<file path="src/rtl/cnt_seq_ctrl.sv">
// -----------------------------------------------------------------------------
// cnt_seq_ctrl
// Run-control sequencer for an N-bit synchronous up-counter. Starts, pauses,
// resumes and aborts counting, detects a programmable terminal value, supports
// one-shot and auto-reload modes and emits a registered one-cycle done pulse.
//
// Optional feature macro: CNT_PRESCALE_EN
//   defined   : a PRE_W-bit prescaler runs in RUN and the count advances only
//               on the cycle the prescaler equals presc (every presc+1 cycles).
//   undefined : the count may advance on every RUN cycle; presc is ignored.
//
// Ports
//   clk          in   1      rising-edge clock
//   rstb         in   1      synchronous active-low reset
//   start        in   1      start from IDLE / resume from HOLD (level)
//   stop         in   1      pause from RUN / abort from HOLD (level)
//   auto_reload  in   1      1: restart at 0 after terminal; 0: one-shot
//   term         in   WIDTH  terminal count value (compared live)
//   presc        in   PRE_W  tick divider (prescaler build only)
//   count        out  WIDTH  current count (registered)
//   busy         out  1      state is RUN or HOLD (registered)
//   done         out  1      one-cycle pulse on terminal count (registered)
//   state_dbg    out  2      current FSM state, for observation
//
// Control handshake: start/stop are plain levels sampled at every rising
// edge; there is no ready/acknowledge. When both are high, stop wins in RUN
// and HOLD, while IDLE only looks at start.
// -----------------------------------------------------------------------------
module cnt_seq_ctrl #(
  parameter int WIDTH = 4,
  parameter int PRE_W = 4
) (
  input  logic             clk,
  input  logic             rstb,
  input  logic             start,
  input  logic             stop,
  input  logic             auto_reload,
  input  logic [WIDTH-1:0] term,
  input  logic [PRE_W-1:0] presc,
  output logic [WIDTH-1:0] count,
  output logic             busy,
  output logic             done,
  output logic [1:0]       state_dbg
);

  localparam logic [1:0] ST_IDLE = 2'd0;
  localparam logic [1:0] ST_RUN  = 2'd1;
  localparam logic [1:0] ST_HOLD = 2'd2;

  logic [1:0] state;
  logic       tick;

  assign state_dbg = state;

`ifdef CNT_PRESCALE_EN
  logic [PRE_W-1:0] pre_cnt;

  assign tick = (pre_cnt == presc);

  // The prescaler only advances on RUN cycles that are not pausing, so a
  // HOLD period resumes exactly where the interval left off.
  always_ff @(posedge clk) begin
    if (!rstb) begin
      pre_cnt <= '0;
    end else if (state == ST_IDLE && start) begin
      pre_cnt <= '0;
    end else if (state == ST_RUN && !stop) begin
      if (tick) pre_cnt <= '0;
      else      pre_cnt <= pre_cnt + PRE_W'(1);
    end
  end
`else
  assign tick = 1'b1;

  logic unused_presc;
  assign unused_presc = ^presc;
`endif

  always_ff @(posedge clk) begin
    if (!rstb) begin
      state <= ST_IDLE;
      count <= '0;
      busy  <= 1'b0;
      done  <= 1'b0;
    end else begin
      done <= 1'b0;
      case (state)
        ST_IDLE: begin
          if (start) begin
            state <= ST_RUN;
            count <= '0;
            busy  <= 1'b1;
          end
        end
        ST_RUN: begin
          if (stop) begin
            // Pause wins over a terminal hit: no done on this edge.
            state <= ST_HOLD;
          end else if (tick) begin
            if (count == term) begin
              done <= 1'b1;
              if (auto_reload) begin
                count <= '0;
              end else begin
                // One-shot: count keeps showing the terminal value.
                state <= ST_IDLE;
                busy  <= 1'b0;
              end
            end else begin
              count <= count + WIDTH'(1);
            end
          end
        end
        ST_HOLD: begin
          if (stop) begin
            state <= ST_IDLE;
            count <= '0;
            busy  <= 1'b0;
          end else if (start) begin
            state <= ST_RUN;
          end
        end
        default: begin
          state <= ST_IDLE;
          count <= '0;
          busy  <= 1'b0;
        end
      endcase
    end
  end

endmodule

</file>
<file path="config.mk">
export PLATFORM = sky130hd
export DESIGN_NAME = cnt_seq_ctrl
export DESIGN_NICKNAME = d
export VERILOG_FILES = /design/src/rtl/cnt_seq_ctrl.sv
export SDC_FILE = /design/constraint.sdc
export NUM_CORES = 1
export LEC_CHECK = 0
export ABC_CLOCK_PERIOD_IN_PS = 1400
export CORE_AREA = 8 8 45 47
export CTS_CLUSTER_SIZE = 16
export DETAILED_ROUTE_END_ITERATION = 8
export DIE_AREA = 0 0 53 55
export HOLD_SLACK_MARGIN = 0.1
export PLACE_DENSITY_LB_ADDON = 0.05
export SLEW_MARGIN = 25
export SYNTH_ARGS = -nofsm -noshare
export SYNTH_HDL_FRONTEND = slang
export SYNTH_SLANG_ARGS = --single-unit
</file>
<file path="constraint.sdc">
create_clock -name clk -period 1.4 [get_ports clk]
set_input_delay 0.35 -clock clk [delete_from_list [all_inputs] [get_ports clk]]
set_output_delay 0.35 -clock clk [all_outputs]
set_load 0.01 [all_outputs]
</file>
=== Word-level counts from Yosys, hierarchy flattened ===
Cells that the tools add are included.

* Bits in registers: 8
* Output and inout bits: 8
* Word-level logic and storage cells: 42
* Bits of input ports: 13

* Mux-type cells: 19
* Reductions and logical operators: 5
* Equal/unequal tests: 11
* Bitwise logic cells: 2
* Add/sub/neg operators: 1

{| class="wikitable"
|+ Operators by type and width
! kind !! number
|-
| 2-to-1 mux 4 bit || 5
|-
| one-hot mux 4 bit (3 select lines) || 1
|-
| 2-to-1 mux 2 bit || 5
|-
| != test 2 bit (second input constant) || 5
|-
| != test 3 bit (second input constant) || 3
|-
| 2-to-1 mux 1 bit || 6
|-
| one-hot mux 2 bit (3 select lines) || 1
|-
| AND reduction 5 bit || 1
|-
| adder 4 x 1 -> 4 bit (second input constant) || 1
|-
| equality test 4 bit || 1
|-
| AND reduction 4 bit || 1
|-
| one-hot mux 1 bit (3 select lines) || 1
|-
| OR reduction 3 bit || 1
|-
| equality test 2 x 1 -> 1 bit (second input constant) || 1
|-
| equality test 2 bit (second input constant) || 1
|-
| zero test 2 bit || 1
|-
| NOT 1 bit || 2
|-
| AND reduction 2 bit || 1
|}

=== Logic depth before layout (Yosys ltp) ===
Gate-level depths: netlist of run 1.

* Depth after elaboration: 4
* Depth in mapped cells: 5
* Mapped depth without buffers: 4

=== Least setup slack after synthesis of run 1 ===
OpenSTA, ideal clock, no wires.

* Path type: reg2reg
* Start point: reg count[0]
* End point: reg count[2]
* Setup time: 0.074 ns
* Setup slack: 0.025 ns
* Period minus slack after synthesis: 1.375 ns
* Path buffers: 0
* Required time: 1.326 ns
* Cell stages (with the launch flop): 5
* Arrival: 1.301 ns
* Path through: dfxtp_1 xnor2_2 nand4_2 o31a_1 a31oi_1

* Word-level cells in the longest chain between the ends: 4

{| class="wikitable"
|+ RTL lines
! element !! line !! RTL
|-
| from (decl) || 40 || <nowiki>output logic [WIDTH-1:0] count,</nowiki>
|-
| from (signal assigned) || 110 || <nowiki>count <= count + WIDTH'(1);</nowiki>
|-
| adder 4 x 1 -> 4 bit or equality test 4 bit (tied branches) || 110, 100 ||
|-
| 2-to-1 mux 4 bit || 100 || <nowiki>if (count == term) begin</nowiki>
|-
| 2-to-1 mux 4 bit || 96 || <nowiki>if (stop) begin</nowiki>
|-
| one-hot mux 4 bit (3 select lines) || 87 || <nowiki>case (state)</nowiki>
|}

Parallel ways exist; a longest one is shown, timed or not. The select of a mux whose other input is x is not followed.
A chain may end at the register's enable or synchronous reset.

=== Final worst setup path of run 1 ===
* Start point: in stop
* End point: reg count[2]

* Word-level cells in the longest chain between the ends: 2

{| class="wikitable"
|+ RTL lines
! element !! line !! RTL
|-
| from (decl) || 36 || <nowiki>input logic stop,</nowiki>
|-
| != test 2 bit (no source line) || - ||
|-
| AND reduction 4 bit (no source line) * || - ||
|}

Mark *: on every way between the ends. The rest lies on a longest branch, timed or not.

==> run_results.csv, run 1 <==
group,metric,value,unit
cts,clkTransAtPathRegs,0.06,ns
setup_path,path_cells,"clkdlybuf4s50_1 > nand2_1 > o2111ai_2 > o31a_1 > a31oi_1",
setup_path,max_stage_delay,0.54,ns
cts,post_cts_buffers,0,
power_and_ir_drop,p_per_area,952,mW/mm2
hold_path,whs_path_depth,2,
timing,finClkSkew,0.00183,ns
die,die_x,53,um
die,die_area,0.00292,mm2
hold_path,hp-class,"reg2reg",
synthesis,synth_most_common_cell,"dfxtp_1",
drt,via_per_inst,4.93,
setup_path,cp-end-kind,"register",
global_routing,grt_max_degree,9,
synthesis,yosysWarnings,0,
global_routing,grt_pass1_vias,520,
synthesis,synth_flop_cell,"dfxtp_1",
synthesis,synth_edf_count,0,
global_routing,grt_pass1_wl,2080,um
synthesis,yosysTopAreaCell,"dfxtp_1",
setup_path,r2r.worst_path.cells,4,
drt,final_antenna_net_count,0,
place,port_buffers,16,
timing,fmax,0.766,GHz
setup_path,crit_slowest_cell,"clkdlybuf4s50_1",
status,status,"completed",
setup_path,cp.required,1.53,ns
hold_path,min_to,"busy",
timing,tightestPinTransition,0.238,ns
setup_path,crit_arrival,1.43,ns
die,die_h,55,um
setup_path,path_max_fanout,4,
die,core_area,0.00138,mm2
cts,cts_buffers,3,
cts,clock-sinks,8,
drt,postRouteWirelength,1140,um
synthesis,syn_inst,50,
finish,nNetsFinal,94,
timing,rsz0062_at_grt,"no",
timing,hold_viol_final,0,
global_routing,grt_usage,9.48,%
timing,post-route-period-util,93.2,%
synthesis,synthArstFlopShare,0,%
cts,ctsHoldBuffers,0,
cts,htree_levels,1,
drt,drc,0,
timing,slew_violations,0,
cts,cts_tree,"yes",
drt,first_pass_iters,4,
synthesis,synth_fp_nets,64,
finish,utilization,53.0,%
power_and_ir_drop,peakVddDrop,0.525,mV
cts,worstSkewPairLatency,0.25,ns
hold_path,worstHoldStart,"busy",
timing,setup-violations-final,0,
timing,setup_slack,0.0953,ns
timing,relSlewSlack,84.0,%
drt,wl_per_cell,12.1,um
global_routing,antenna_found_initial,0,
synthesis,ys_ff_latch,8,
die,placementRows,14,
place,place_congestion,0.738,
place,dp_hpwl,936,um
synthesis,yosysSeqAreaShare,36.3,%
synthesis,yosysUniqueCellTypes,25,
setup_path,rrSetupSlack,0.15,ns
global_routing,overflow,0,
finish,syn_to_final_growth,66.0,%
setup_path,r2r_end,"count[2]",
synthesis,avgSynthCellArea,8.83,um2
cts,cts_max_path_buffers,2,
setup_path,crit_type,"in2reg",
cts,root_buffer,"clkbuf_4",
synthesis,netlist_top_cells_area,"dfxtp_1 (36%), xnor2_2 (11%), a31oi_1 (4.2%), nand2_1 (4.2%), xnor2_1 (4.0%)",
job,drv_cap,0,
drt,drt_iter0_markers,9,
synthesis,syn_area,442,um2
drt,num_vias,463,
synthesis,synth_common_cells,"dfxtp_1 (8), nand2_1 (5), inv_1 (4)",
power_and_ir_drop,p_leak,0.353,nW
setup_path,r2r-start,"count[0]",
finish,drive_gt1_share,28.2,%
setup_path,startpoint_type,"input pin",
timing,min_period,1.30,ns
die,initial_core_util,31.9,%
synthesis,synth_top_area_share,36.3,%
place,place_ws,-0.331,ns
finish,antennaDiodeCount,0,
die,num_io_pins,21,
sequential cells by signal, summed over array words and instances (netlist names):
name,cells
count,4
state_dbg,2
busy,1
done,1
per-stage QoR:
| stage | hold WS (ns) | instances | TNS (ns) | cell area [um2] | power, mW |
|---|---|---|---|---|---|
| 2_1_floorplan | 0.478 | 50 | 0 | 442 | 0.403 |
| 3_3_place_gp | 0.483 | 91 | -2.02 | 693 | 0.545 |
| 3_5_place_dp | 0.486 | 91 | -2.00 | 693 | 0.544 |
| 4_1_cts | 0.492 | 94 | 0 | 713 | 0.710 |
| 5_1_grt | 0.526 | 94 | 0 | 733 | 0.747 |
| 6_report | 0.492 | 94 | 0 | 733 | 0.698 |
worst max path at each step:
stage,startpoint,endpoint,depth (start not counted)
6_report,stop,count[2],5
4_1_cts,term[3],busy,6
3_3_place_gp,start,count[2],5
2_1_floorplan,count[0],count[2],4
5_1_grt,stop,count[2],5
3_5_place_dp,start,count[2],5
where the power goes:
part / switching [mW] / total, mW / internal [mW]
clock: 0.0773 / 0.175 / 0.0980
combinational: 0.102 / 0.237 / 0.134
sequential: 0.0312 / 0.286 / 0.255
layer usage:
layer | vias up | wire, um | GRT usage [%] | part of all wire [%]
met5 | - | 0 | 0 | 0
met4 | 0 | 0 | 5.17 | 0
met3 | 0 | 64 | 2.94 | 5.6
met2 | 12 | 576 | 17.0 | 51
met1 | 209 | 493 | 9.65 | 43
li1 | 242 | - | - | -
area by class of cell:
| class | instances | area (um2) |
|---|---|---|
| clock buffers | 3 | 22.5 |
| flip-flops and latches | 8 | 163 |
| well taps | 16 | 20.0 |
| multi-input cells | 37 | 279 |
| repair buffers | 26 | 234 |
| inverters | 4 | 15.0 |
| fillers | 144 | 651 |
what timing repair did:
item                       CTS  global route
resized for setup           12             7
setup endpoints to repair   12             6
pin swaps                    3             3
layout by cell type, fill, tap and decap left out, drive strengths merged, types with 2 or more instances in the layout:
master	synthesis	final
a21oi	2	2
a31oi	3	3
buf	0	10
clkbuf	1	3
clkdlybuf4s50	0	3
dfxtp	8	8
dlygate4sd2	0	9
dlymetal6s2s	0	4
inv	4	4
nand2	5	5
nand3	3	3
nor2	2	2
nor3	3	3
o21ai	2	2
xnor2	5	5
critical path: cells and delay by family:
kind            cells  cell delay, ns
simple gates        1            0.11
buf+inv             1            0.54
compound gates      3            0.43
cell families (layout without fill, tap and decap cells):
| kind of cell | Yosys count | after routing | synth area share (%) |
|---|---|---|---|
| buffers and inverters | 5 | 33 | 4.25 |
| AND/OR/NAND/NOR | 18 | 18 | 22.1 |
| flip-flops | 8 | 8 | 36.3 |
| AO/OA/AOI/OAI | 13 | 13 | 19.5 |
| adder cells (fa/ha/maj) | 1 | 1 | 2.83 |
| XOR/XNOR | 5 | 5 | 15.0 |
(Power assumes the default switching activity.)
==> run 2, diff against run 1 <==
--- a/config.mk
+++ b/config.mk
@@ -6,12 +6,13 @@
 export NUM_CORES = 1
 export LEC_CHECK = 0
 export ABC_CLOCK_PERIOD_IN_PS = 1400
-export CORE_AREA = 8 8 45 47
+export CORE_AREA = 2 2 39 41
 export CTS_CLUSTER_SIZE = 16
 export DETAILED_ROUTE_END_ITERATION = 8
-export DIE_AREA = 0 0 53 55
+export DIE_AREA = 0 0 41 43
 export HOLD_SLACK_MARGIN = 0.1
 export PLACE_DENSITY_LB_ADDON = 0.05
+export SETUP_SLACK_MARGIN = 0.1
 export SLEW_MARGIN = 25
 export SYNTH_ARGS = -nofsm -noshare
 export SYNTH_HDL_FRONTEND = slang
==> run_results.csv, run 2 (synthesis gave the netlist of run 1 again) <==
group,metric,value,unit
timing,fin_setup_tns,0,ns
power_and_ir_drop,finalPower,0.676,mW
job,drv_cap,0,
finish,largest_reg_flops,4,
setup_path,max_stage_delay,0.37,ns
timing,finClkSkew,0.00212,ns
finish,nNetsFinal,94,
drt,num_vias,464,
finish,utilization,52.5,%
finish,final_area,727,um2
setup_path,startpoint_type,"register",
setup_path,rrSetupSlack,0.16,ns
timing,setup-violations-final,0,
setup_path,r2r-start,"state_dbg[0]",
cts,htree_levels,1,
global_routing,grt_pass1_vias,432,
timing,min_period,1.26,ns
place,dp_hpwl,845,um
setup_path,path_delay_family,"flip-flops",
cts,clkTransAtPathRegs,0.05,ns
power_and_ir_drop,combPwrFrac,30.1,%
status,status,"completed",
cts,cts_max_path_buffers,2,
power_and_ir_drop,p_sw_share,28.9,%
finish,antennaDiodeCount,0,
drt,postRouteWirelength,1060,um
hold_path,hp-class,"reg2reg",
setup_path,crit_type,"reg2out",
power_and_ir_drop,switching_power,0.195,mW
finish,syn_to_final_growth,64.6,%
timing,holdWs,0.479,ns
setup_path,r2r.worst_path.cells,4,
power_and_ir_drop,p_leak,0.322,nW
global_routing,overflow,0,
die,placementRows,14,
setup_path,startpoint,"count[2]",
cts,cts_buffers,3,
drt,wl_per_cell,11.2,um
die,die_h,43,um
die,num_io_pins,21,
setup_path,cp.depth,1,
place,placedCellCount,90,
timing,post-route-period-util,90.2,%
cts,cts_tree,"yes",
power_and_ir_drop,peakVddDrop,0.458,mV
setup_path,cp.buffers_inverters,1,
cts,worstSkewPairLatency,0.25,ns
setup_path,cp-end-kind,"primary output",
die,initial_core_util,31.9,%
setup_path,path_max_fanout,5,
drt,final_antenna_net_count,0,
power_and_ir_drop,p_per_area,930,mW/mm2
setup_path,path_cells,"dlygate4sd2_1",
place,placed_area,691,um2
die,die_x,41,um
drt,via_per_inst,4.94,
timing,hold_viol_final,0,
drt,first_pass_iters,2,
setup_path,r2r_end,"count[2]",
drt,drc,0,
timing,rsz0062_at_grt,"yes",
die,core_area,0.00138,mm2
place,place_congestion,0.689,
setup_path,crit_arrival,0.91,ns
timing,setup_slack,0.137,ns
power_and_ir_drop,p_int,0.481,mW
setup_path,cp.required,1.05,ns
global_routing,grt_pass1_wl,1640,um
cts,ctsHoldBuffers,0,
place,place_ws,-0.343,ns
setup_path,endpoint,"count[2]",
cts,clock-sinks,8,
finish,regMostFlops,"count",
global_routing,grt_usage,14.1,%
timing,slew_violations,0,
setup_path,crit_slowest_cell,"dfxtp_2",
finish,final_cell_mix,"dlygate4sd2_1 (13), buf_4 (10), nand2_1 (5), inv_1 (4), xnor2_2 (4)",
timing,tightestPinTransition,0.232,ns
cts,root_buffer,"clkbuf_4",
place,port_buffers,16,
timing,fmax,0.792,GHz
finish,layoutNonFillerInstCount,94,
timing,relSlewSlack,84.4,%
power_and_ir_drop,clkPwrFrac,24.7,%
global_routing,antenna_found_initial,0,
finish,drive_gt1_share,32.1,%
power_and_ir_drop,share_seq_of_total_power,45.2,%
global_routing,grt_max_degree,9,
die,die_area,0.00176,mm2
finish,final_common_cell,"dlygate4sd2_1",
drt,drt_iter0_markers,1,
-- run 2: cell count changes in the layout (fill, tap and decap cells not counted) --
| cell | before | now |
|---|---|---|
| clkdlybuf4s50_1 | 3 | 1 |
| clkdlybuf4s15_1 | 0 | 2 |
| dfxtp_2 | 2 | 3 |
| dlymetal6s2s_1 | 4 | 0 |
| dfxtp_1 | 6 | 3 |
| dfxtp_4 | 0 | 2 |
| dlygate4sd2_1 | 9 | 13 |
-- run 2: layout make-up --
cell class	instances	area (um2)
Tap cell	16	20.0
Fill cell	144	657
Clock buffer	3	22.5
Sequential cell	8	171
Timing Repair Buffer	26	219
Multi-Input combinational cell	37	279
Inverter	4	15.0
-- run 2: worst min path at each step --
stage	slack, ns	to	depth (start not counted)	startpoint
after floorplan	0.48	state_dbg[1]	1	rstb
after global placement	0.48	count[2]	1	count[2]
after detailed placement	0.48	count[2]	1	count[2]
after CTS	0.48	count[2]	1	count[2]
after global routing	0.50	count[0]	1	count[0]
final	0.48	count[0]	1	count[0]
-- run 2: power groups by stage --
stage,Combinational [mW],Sequential [mW],Clock (mW)
final,0.203,0.306,0.167
after global placement,0.214,0.305,0
after detailed placement,0.217,0.306,0
after global routing,0.229,0.311,0.194
after CTS,0.196,0.301,0.179
after floorplan,0.0942,0.313,0
-- run 2: what timing repair did --
| item | in CTS | in global routing |
|---|---|---|
| buffers inserted | 0 | 1 |
| resized for setup | 18 | 6 |
| pin swaps | 5 | 6 |
| endpoints found under the setup margin | 15 | 3 |
| gates cloned | 0 | 0 |
-- run 2: per-layer routing --
metal | track usage, % | routed length, um | vias to the layer above
met2 | 24.4 | 571 | 15
met4 | 10.0 | 5 | 0
met1 | 13.4 | 410 | 205
met3 | 3.14 | 70 | 2
met5 | 0 | 0 | -
li1 | - | - | 242
